**src/rtl/dmem_arbiter_if.sv**
```systemverilog
// Bundle of the two requester ports and the shared data-memory port used by dmem_arbiter.
// The arbiter takes the slave view; requesters and memory model take the master view.
interface dmem_arbiter_if #(
    parameter int ADDR_W = 32,
    parameter int DATA_W = 32
);
    logic              req0;
    logic              req1;
    logic              we0;
    logic              we1;
    logic [ADDR_W-1:0] addr0;
    logic [ADDR_W-1:0] addr1;
    logic [DATA_W-1:0] wdata0;
    logic [DATA_W-1:0] wdata1;
    logic              gnt0;
    logic              gnt1;
    logic              rvalid0;
    logic              rvalid1;
    logic [DATA_W-1:0] rdata;
    logic              m_we;
    logic [ADDR_W-1:0] m_addr;
    logic [DATA_W-1:0] m_datain;
    logic [DATA_W-1:0] m_dataout;
    logic [1:0]        owner;

    modport slave (
        input  req0, req1, we0, we1, addr0, addr1, wdata0, wdata1, m_dataout,
        output gnt0, gnt1, rvalid0, rvalid1, rdata, m_we, m_addr, m_datain, owner
    );

    modport master (
        output req0, req1, we0, we1, addr0, addr1, wdata0, wdata1, m_dataout,
        input  gnt0, gnt1, rvalid0, rvalid1, rdata, m_we, m_addr, m_datain, owner
    );
endinterface

```
**src/rtl/dmem_arbiter.sv**
```systemverilog
// Round-robin arbiter sharing the data-memory/I-O port between the CPU (port 0) and a
// debug/loader master (port 1), with burst length bounded by STARVE_LIMIT.
module dmem_arbiter #(
    parameter int ADDR_W       = 32,
    parameter int DATA_W       = 32,
    parameter int STARVE_LIMIT = 4
) (
    input  logic          clock,
    input  logic          resetn,
    dmem_arbiter_if.slave bus
);
    typedef enum logic [1:0] {
        IDLE = 2'd0,
        OWN0 = 2'd1,
        OWN1 = 2'd2
    } state_t;

    localparam logic [7:0] LIMIT = 8'(STARVE_LIMIT);

    state_t            state;
    logic [7:0]        cnt;
    logic              lp;
    logic              pick0;
    logic              pick1;
    logic              gnt0;
    logic              gnt1;
    logic              rvalid0;
    logic              rvalid1;
    logic [DATA_W-1:0] rdata;

    // Grant decision; lp only matters for a tie out of IDLE, and the owner yields
    // once it has used its full burst while the other port waits.
    always_comb begin
        pick0 = 1'b0;
        pick1 = 1'b0;
        case (state)
            OWN0: begin
                if (bus.req0 && !(bus.req1 && cnt == LIMIT)) pick0 = 1'b1;
                else if (bus.req1)                           pick1 = 1'b1;
            end
            OWN1: begin
                if (bus.req1 && !(bus.req0 && cnt == LIMIT)) pick1 = 1'b1;
                else if (bus.req0)                           pick0 = 1'b1;
            end
            default: begin
                if (bus.req0 && bus.req1) begin
                    pick0 = lp;
                    pick1 = ~lp;
                end else begin
                    pick0 = bus.req0;
                    pick1 = bus.req1;
                end
            end
        endcase
        gnt0 = pick0 & resetn;
        gnt1 = pick1 & resetn;
    end

    always_ff @(posedge clock or negedge resetn) begin
        if (!resetn) begin
            state   <= IDLE;
            cnt     <= 8'd0;
            lp      <= 1'b1;
            rvalid0 <= 1'b0;
            rvalid1 <= 1'b0;
            rdata   <= '0;
        end else begin
            rvalid0 <= gnt0 & ~bus.we0;
            rvalid1 <= gnt1 & ~bus.we1;
            if ((gnt0 & ~bus.we0) | (gnt1 & ~bus.we1)) rdata <= bus.m_dataout;
            // cnt saturates rather than wrapping so a lone requester keeps the port.
            if (gnt0) begin
                state <= OWN0;
                lp    <= 1'b0;
                if (state == OWN0) cnt <= (cnt < LIMIT) ? cnt + 8'd1 : cnt;
                else               cnt <= 8'd1;
            end else if (gnt1) begin
                state <= OWN1;
                lp    <= 1'b1;
                if (state == OWN1) cnt <= (cnt < LIMIT) ? cnt + 8'd1 : cnt;
                else               cnt <= 8'd1;
            end else begin
                state <= IDLE;
                cnt   <= 8'd0;
            end
        end
    end

    assign bus.gnt0     = gnt0;
    assign bus.gnt1     = gnt1;
    assign bus.rvalid0  = rvalid0;
    assign bus.rvalid1  = rvalid1;
    assign bus.rdata    = rdata;
    assign bus.owner    = state;
    assign bus.m_we     = resetn & ((gnt0 & bus.we0) | (gnt1 & bus.we1));
    assign bus.m_addr   = gnt0 ? bus.addr0  : (gnt1 ? bus.addr1  : '0);
    assign bus.m_datain = gnt0 ? bus.wdata0 : (gnt1 ? bus.wdata1 : '0);
endmodule

```
**src/flat_wrapper.sv**
```systemverilog
// flat-port wrapper written by rule: the top's interface ports become plain ports
module dmem_arbiter_flat 
#(
    parameter int ADDR_W       = 32,
    parameter int DATA_W       = 32,
    parameter int STARVE_LIMIT = 4
)
  (clock, resetn, bus_req0, bus_req1, bus_we0, bus_we1, bus_addr0, bus_addr1, bus_wdata0, bus_wdata1, bus_m_dataout, bus_gnt0, bus_gnt1, bus_rvalid0, bus_rvalid1, bus_rdata, bus_m_we, bus_m_addr, bus_m_datain, bus_owner);
  dmem_arbiter_if #(.ADDR_W(ADDR_W), .DATA_W(DATA_W)) bus_i ();
  input  logic clock;
  input  logic resetn;
  input wire logic [$bits(bus_i.req0)-1:0] bus_req0;
  input wire logic [$bits(bus_i.req1)-1:0] bus_req1;
  input wire logic [$bits(bus_i.we0)-1:0] bus_we0;
  input wire logic [$bits(bus_i.we1)-1:0] bus_we1;
  input wire logic [$bits(bus_i.addr0)-1:0] bus_addr0;
  input wire logic [$bits(bus_i.addr1)-1:0] bus_addr1;
  input wire logic [$bits(bus_i.wdata0)-1:0] bus_wdata0;
  input wire logic [$bits(bus_i.wdata1)-1:0] bus_wdata1;
  input wire logic [$bits(bus_i.m_dataout)-1:0] bus_m_dataout;
  output wire logic [$bits(bus_i.gnt0)-1:0] bus_gnt0;
  output wire logic [$bits(bus_i.gnt1)-1:0] bus_gnt1;
  output wire logic [$bits(bus_i.rvalid0)-1:0] bus_rvalid0;
  output wire logic [$bits(bus_i.rvalid1)-1:0] bus_rvalid1;
  output wire logic [$bits(bus_i.rdata)-1:0] bus_rdata;
  output wire logic [$bits(bus_i.m_we)-1:0] bus_m_we;
  output wire logic [$bits(bus_i.m_addr)-1:0] bus_m_addr;
  output wire logic [$bits(bus_i.m_datain)-1:0] bus_m_datain;
  output wire logic [$bits(bus_i.owner)-1:0] bus_owner;
  assign bus_i.req0 = bus_req0;
  assign bus_i.req1 = bus_req1;
  assign bus_i.we0 = bus_we0;
  assign bus_i.we1 = bus_we1;
  assign bus_i.addr0 = bus_addr0;
  assign bus_i.addr1 = bus_addr1;
  assign bus_i.wdata0 = bus_wdata0;
  assign bus_i.wdata1 = bus_wdata1;
  assign bus_i.m_dataout = bus_m_dataout;
  assign bus_gnt0 = bus_i.gnt0;
  assign bus_gnt1 = bus_i.gnt1;
  assign bus_rvalid0 = bus_i.rvalid0;
  assign bus_rvalid1 = bus_i.rvalid1;
  assign bus_rdata = bus_i.rdata;
  assign bus_m_we = bus_i.m_we;
  assign bus_m_addr = bus_i.m_addr;
  assign bus_m_datain = bus_i.m_datain;
  assign bus_owner = bus_i.owner;
  dmem_arbiter #(.ADDR_W(ADDR_W), .DATA_W(DATA_W), .STARVE_LIMIT(STARVE_LIMIT)) u_core (.clock(clock), .resetn(resetn), .bus(bus_i));
endmodule
```
**config.mk**
```make
export PLATFORM = sky130hd
export DESIGN_NAME = dmem_arbiter_flat
export DESIGN_NICKNAME = d
export VERILOG_FILES = /design/src/rtl/dmem_arbiter_if.sv /design/src/rtl/dmem_arbiter.sv /design/src/flat_wrapper.sv
export SDC_FILE = /design/constraint.sdc
export NUM_CORES = 1
export LEC_CHECK = 0
export BUFFER_PORTS_ARGS = -buffer_cell sky130_fd_sc_hd__buf_4
export CORE_AREA = 2 2 105 107
export DETAILED_ROUTE_END_ITERATION = 7
export DIE_AREA = 0 0 107 109
export GPL_TIMING_DRIVEN = 0
export PLACE_DENSITY = 0.59
export SLEW_MARGIN = 25
export SYNTH_ARGS = -nofsm -noshare
export SYNTH_HDL_FRONTEND = slang
export SYNTH_SLANG_ARGS = --single-unit
```
**constraint.sdc**
```tcl
create_clock -name clock -period 2.6 [get_ports clock]
set_input_delay 0.39 -clock clock [delete_from_list [all_inputs] [get_ports clock]]
set_output_delay 0.39 -clock clock [all_outputs]
set_load 0.03 [all_outputs]
```
# Yosys cells after proc, flatten, opt, wreduce, memory -nomap -nowiden
# Index checks and enable logic that the tools add are counted.
dict set report word_totals {
  ff_bits 45
  output_inout_bits 103
  elab_cells 54
}
dict set report classes {
  eq_ne 3
  mux 23
  magnitude_cmp 1
  add_sub_neg 1
  bitwise 12
  n_reduce_logical 8
}
# operator count
set op_table {}
lappend op_table {{32-bit 2-to-1 mux} 4}
lappend op_table {{8-bit 2-to-1 mux} 5}
lappend op_table {{1-bit 2-to-1 mux} 10}
lappend op_table {{8-bit by 1-bit adder with 8-bit output (second input constant)} 1}
lappend op_table {{8-bit by 3-bit equality test with 1-bit output (second input constant)} 1}
lappend op_table {{8-bit by 3-bit < comparator with 1-bit output (second input constant)} 1}
lappend op_table {{1-bit bitwise AND} 7}
lappend op_table {{1-bit logical AND} 5}
lappend op_table {{2-bit 2-to-1 mux} 2}
lappend op_table {{1-bit case mux with 2 select lines} 2}
lappend op_table {{1-bit NOT} 3}
lappend op_table {{2-bit by 1-bit equality test with 1-bit output (second input constant)} 1}
lappend op_table {{2-bit equality test (second input constant)} 1}
lappend op_table {{1-bit zero test} 2}
lappend op_table {{1-bit bitwise OR} 2}
lappend op_table {{2-bit nonzero test} 1}

# Depth between registers and ports, before layout
dict set report depth {
  word_depth 10
  depth_mapped 9
  mapped_depth_nobuf 8
}

# Worst setup path after synthesis
# Ideal clock, no wire load.
dict set report synth_path {
  kind {register -> output}
  from {reg u_core.state[0] (netlist: u_core.bus.owner[0])}
  to {out bus_m_addr[27]}
  t_arrival_ns 2.513
  path_slack_ns -0.303
  path_buffers 1
  path_stages_with_launch 8
  cell_sequence {dfrtp_1 > inv_1 > ha_1 > o31a_1 > o211ai_1 > a211oi_4 > clkbuf_1 > a22o_1}
}
# element line_no
set synth_lines {}
lappend synth_lines {{start, declared} dmem_arbiter.sv:20} ;# state_t state;
lappend synth_lines {{start signal, assigned} dmem_arbiter.sv:61} ;# state <= IDLE;
lappend synth_lines {{start signal, assigned} dmem_arbiter.sv:73} ;# state <= OWN0;
lappend synth_lines {{start signal, assigned} dmem_arbiter.sv:78} ;# state <= OWN1;
lappend synth_lines {{2-bit equality test or 2-bit by 1-bit equality test with 1-bit output (tied branches)} dmem_arbiter.sv:36} ;# case (state)
lappend synth_lines {{1-bit case mux with 2 select lines *} dmem_arbiter.sv:36}
lappend synth_lines {{1-bit bitwise AND *} dmem_arbiter.sv:55} ;# gnt0 = pick0 & resetn;
lappend synth_lines {{net bus_gnt0} flat_wrapper.sv:21} ;# output wire logic [$bits(bus_i.gnt0)-1:0] bus_gnt0;
lappend synth_lines {{32-bit 2-to-1 mux *} dmem_arbiter.sv:96} ;# assign bus.m_addr = gnt0 ? bus.addr0 : (gnt1 ? bus.addr1 : '0);
lappend synth_lines {{end, declared} flat_wrapper.sv:27} ;# output wire logic [$bits(bus_i.m_addr)-1:0] bus_m_addr;
# Mark *: on every way through the listed nets, which the timed path passes. The rest lies on a longest branch.

# Final worst setup path
dict set report layout_path {
  from {reg u_core.cnt[6]}
  to {out bus_m_datain[24]}
}
dict set report layout_via {
  elab_chain_len 9
}
# element line_no
set layout_rtl {}
lappend layout_rtl {{start, declared} dmem_arbiter.sv:21} ;# logic [7:0] cnt;
lappend layout_rtl {{start signal, assigned} dmem_arbiter.sv:75} ;# if (state == OWN0) cnt <= (cnt < LIMIT) ? cnt + 8'd1 : cnt;
lappend layout_rtl {{start signal, assigned} dmem_arbiter.sv:80} ;# if (state == OWN1) cnt <= (cnt < LIMIT) ? cnt + 8'd1 : cnt;
lappend layout_rtl {{8-bit by 3-bit equality test with 1-bit output *} {dmem_arbiter.sv:38, dmem_arbiter.sv:42}}
lappend layout_rtl {{1-bit logical AND (on tied branches)} {dmem_arbiter.sv:42, dmem_arbiter.sv:38}}
lappend layout_rtl {{1-bit zero test (on tied branches)} {dmem_arbiter.sv:42, dmem_arbiter.sv:38}}
lappend layout_rtl {{1-bit logical AND (on tied branches)} {dmem_arbiter.sv:42, dmem_arbiter.sv:38}}
lappend layout_rtl {{1-bit 2-to-1 mux (on tied branches)} {dmem_arbiter.sv:42, dmem_arbiter.sv:38}}
lappend layout_rtl {{1-bit case mux with 2 select lines} dmem_arbiter.sv:36}
lappend layout_rtl {{1-bit bitwise AND} dmem_arbiter.sv:56} ;# gnt1 = pick1 & resetn;
lappend layout_rtl {{32-bit 2-to-1 mux} dmem_arbiter.sv:97} ;# assign bus.m_datain = gnt0 ? bus.wdata0 : (gnt1 ? bus.wdata1 : '0);
lappend layout_rtl {{32-bit 2-to-1 mux *} dmem_arbiter.sv:97}
lappend layout_rtl {{end, declared} flat_wrapper.sv:28} ;# output wire logic [$bits(bus_i.m_datain)-1:0] bus_m_datain;
# Every way passes the cells marked *; elsewhere a longest branch is shown, timed or not.

==> metrics.md <==
| Metric | Value |
|---|---|
| Area grow syn2layout | `124.4%` |
| Remaining Overflow, GRT | `0` |
| Max Cap Violations | `0` |
| Critical Path Slowest Stage Cell | `or3_4` |
| Setup ws final | `-263.3 ps` |
| CTS tree | `yes` |
| Core Area | `0.01060 sq mm` |
| Post-synthesis sequential area ratio | `45.37%` |
| Final min period | `2863 ps` |
| Outcome | `complete, but fails checks` |
| Final WL | `11280 um` |
| PortBufs | `268` |
| Ys Warns | `0` |
| First-pass GRT wire length | `16200 um` |
| Final period util | `110.1%` |
| Least-Margin Pin Slew | `417.9 ps` |
| Vias in the first global route | `2955` |
| CP Launch Type | `flip-flop` |
| Place WS | `-683.0 ps` |
| Number of library cell types mapped by synthesis | `33` |
| CP Capture Type | `output pin` |
| Post-synth EDFFs | `0` |
| PwrDens | `849.6 mW/mm^2` |
| Post-route DRC | `0` |
| Failing checks | `setup timing` |
| Worst EP required | `2210 ps` |
| Fraction of layout cells with a size suffix above 1 | `76.94%` |
| Vias per inst | `4.558` |
| GP Congestion | `0.8886` |
| Final design utilization | `52.60%` |
| Clk slew on worst S/H paths | `80 ps` |
| Cells after Synth | `208` |
| Post-CTS Hold Fix Bufs | `0` |
| Total area of sequential cells | `0.001129 sq mm` |
| Vias | `2931` |
| CP peak stage delay | `430 ps` |
| Row cnt | `38` |
| GR Util All Layers | `18.07%` |
| Post-route antenna net violation count | `0` |
| Die Y | `109 um` |
| Detailed placement HPWL | `8919 um` |
| Setup Skew | `5.323 ps` |
| Ports | `269` |
| Fmax achieved | `0.3492 GHz` |
| ANT cells | `0` |
| P_leak | `0.002793 uW` |
| Number of hold violations in the final report | `0` |
| Hold Path Class | `input pin to async pin` |
| Skew-Pair Late Insertion Delay | `290 ps` |
| Syn_area_per_cell | `11.95 sq um` |
| TritonRoute pass-1 iters | `4` |
| Synth Flop Type | `dfrtp_1` |
| DR iter-0 viols | `105` |
| Largest net degree at the start of global routing | `48` |
| Critical path, cell by cell | `or3_4 > or2_4 > a211oi_4 > buf_6 > nor2_4 > buf_8 > buf_8 > a22o_2 > buf_6` |
| Unrepaired setup endpoints after global routing | `true` |
| Synthesized flop and latch total | `45` |
| Total CTS buffers | `5` |
| Root Buffer | `clkbuf_8` |
| Max VDD drop | `0.0005269 V` |
| Fillers | `929` |
| Initial antenna violation count | `0` |
| Crit-path max FO | `10` |
| Routed len/inst | `17.53 um` |
| Synth top cells by count | `a22o_1, dfrtp_1, mux2_1` |
| Relative slew margins | `71.59%` |
| H-tree depth | `2` |
| Final Max Slew Viols | `0` |
| Starting Density | `23.44%` |
| Leading area contributor after synthesis | `dfrtp_1` |
| Die W | `107 um` |
| Die area | `0.01166 sq mm` |
| Net count after synthesis | `378` |
| Count leader, synth | `a22o_1` |
| WP data arrival | `2470 ps` |
| Dominant cells by area after synthesis | `dfrtp_1, a22o_1, mux2_1` |
| Critical path class | `flip-flop to output pin` |
| Post-synthesis cell area | `0.002485 sq mm` |
| FFs w/ async S/R, synth | `100.0%` |
| Area of the multi-input gates | `0.001485 sq mm` |
| Max Root-Sink Buffers | `2` |
| Synth top area share | `44.31%` |
| Setup violators final | `65` |
| CTS sink cnt | `45` |
| Pwr Total | `4738 uW` |
| Fin nets | `672` |
worst max-delay path, delay by kind of cell (launching register included):
kind / cells / cell delay (ps)
AOI/OAI and AO/OA: 2 / 490
buffers and inverters: 4 / 580
DFF: 1 / 380
and+or+nand+nor: 3 / 730
sequential cells by signal, indices dropped and copies added (netlist names):
register            count
u_core.bus.owner        2
u_core.bus.rdata       32
u_core.bus.rvalid0      1
u_core.bus.rvalid1      1
u_core.cnt              8
u_core.lp               1
metal layers:
layer  vias up  routed length (um)  GRT usage [%]
li1       1394                   -              -
met1      1366                4374          20.88
met4         0                 169          4.824
met3        17                 954          5.320
met5         -                   0              0
met2       154                5776          32.67
worst paths after layout:
path / start / end / slack [ps] / cells past startpoint
worst max-delay path: u_core.cnt[6] / bus_m_datain[24] / -260 / 9
worst min-delay path: resetn / u_core.bus.rdata[15] / 2 / 1
worst max register to register: u_core.cnt[6] / u_core.bus.rdata[13] / 150 / 7
worst min register to register: u_core.bus.rdata[30] / u_core.bus.rdata[30] / 490 / 1
max in group asynchronous: resetn / u_core.lp / 2270 / 1
min in group clock: bus_we1 / u_core.bus.rvalid1 / 280 / 2
placed cells by master (no fill, tap or decap), drive strengths merged, types with 2 or more instances in the layout:
master	instances
a21oi	3
mux2i	2
nand3	3
nor2b	5
clkbuf	12
nand2b	2
mux2	32
buf	298
ha	4
nor2	7
inv	6
dfrtp	44
a22o	65
logic make-up after synthesis:
kind of cell / after synthesis / synth area share, %
adder cells (fa/ha/maj): 4 / 2.014
XOR/XNOR: 1 / 0.3525
flip-flops: 45 / 45.37
AO/OA/AOI/OAI: 75 / 26.84
AND/OR/NAND/NOR: 26 / 5.892
buffers and inverters: 23 / 4.230
multiplexers: 34 / 15.31
stage by stage:
step                      TNS, ps  area [sq um]  hold WS, ps  cells
after floorplan                 0          2564        94.41    208
after global placement     -47470          4751        425.5    616
after detailed placement   -51860          4751        431.2    616
after CTS                  -15870          5318        103.3    635
after global routing       -20840          5577        26.43    643
final                      -14900          5577        2.434    643
final cells by class:
class / instances / area share, %
clock buffers: 6 / 1.481
well taps: 140 / 3.141
flip-flops and latches: 45 / 20.24
inverters: 6 / 0.4039
repair buffers: 287 / 43.62
multi-input cells: 140 / 26.63
clock inverters: 2 / 0.6731
plain buffers: 17 / 3.814
repair_timing:
action / 4_1_cts / 5_1_grt
pin swaps: 8 / 7
setup buffers: 10 / 6
setup endpoints to repair: 103 / 104
hold endpoints to repair: 0 / 0
gates resized for setup: 92 / 41
gates cloned: 1 / 3
power by group:
part	leakage [uW]	total [uW]	switching (uW)	internal (uW)
clock network	0.0000574	542	229	312
registers	0.000552	1120	140	981
logic	0.00218	3070	1650	1420
total	0.00279	4740	2020	2720
Power figures use the tool's default switching activity.
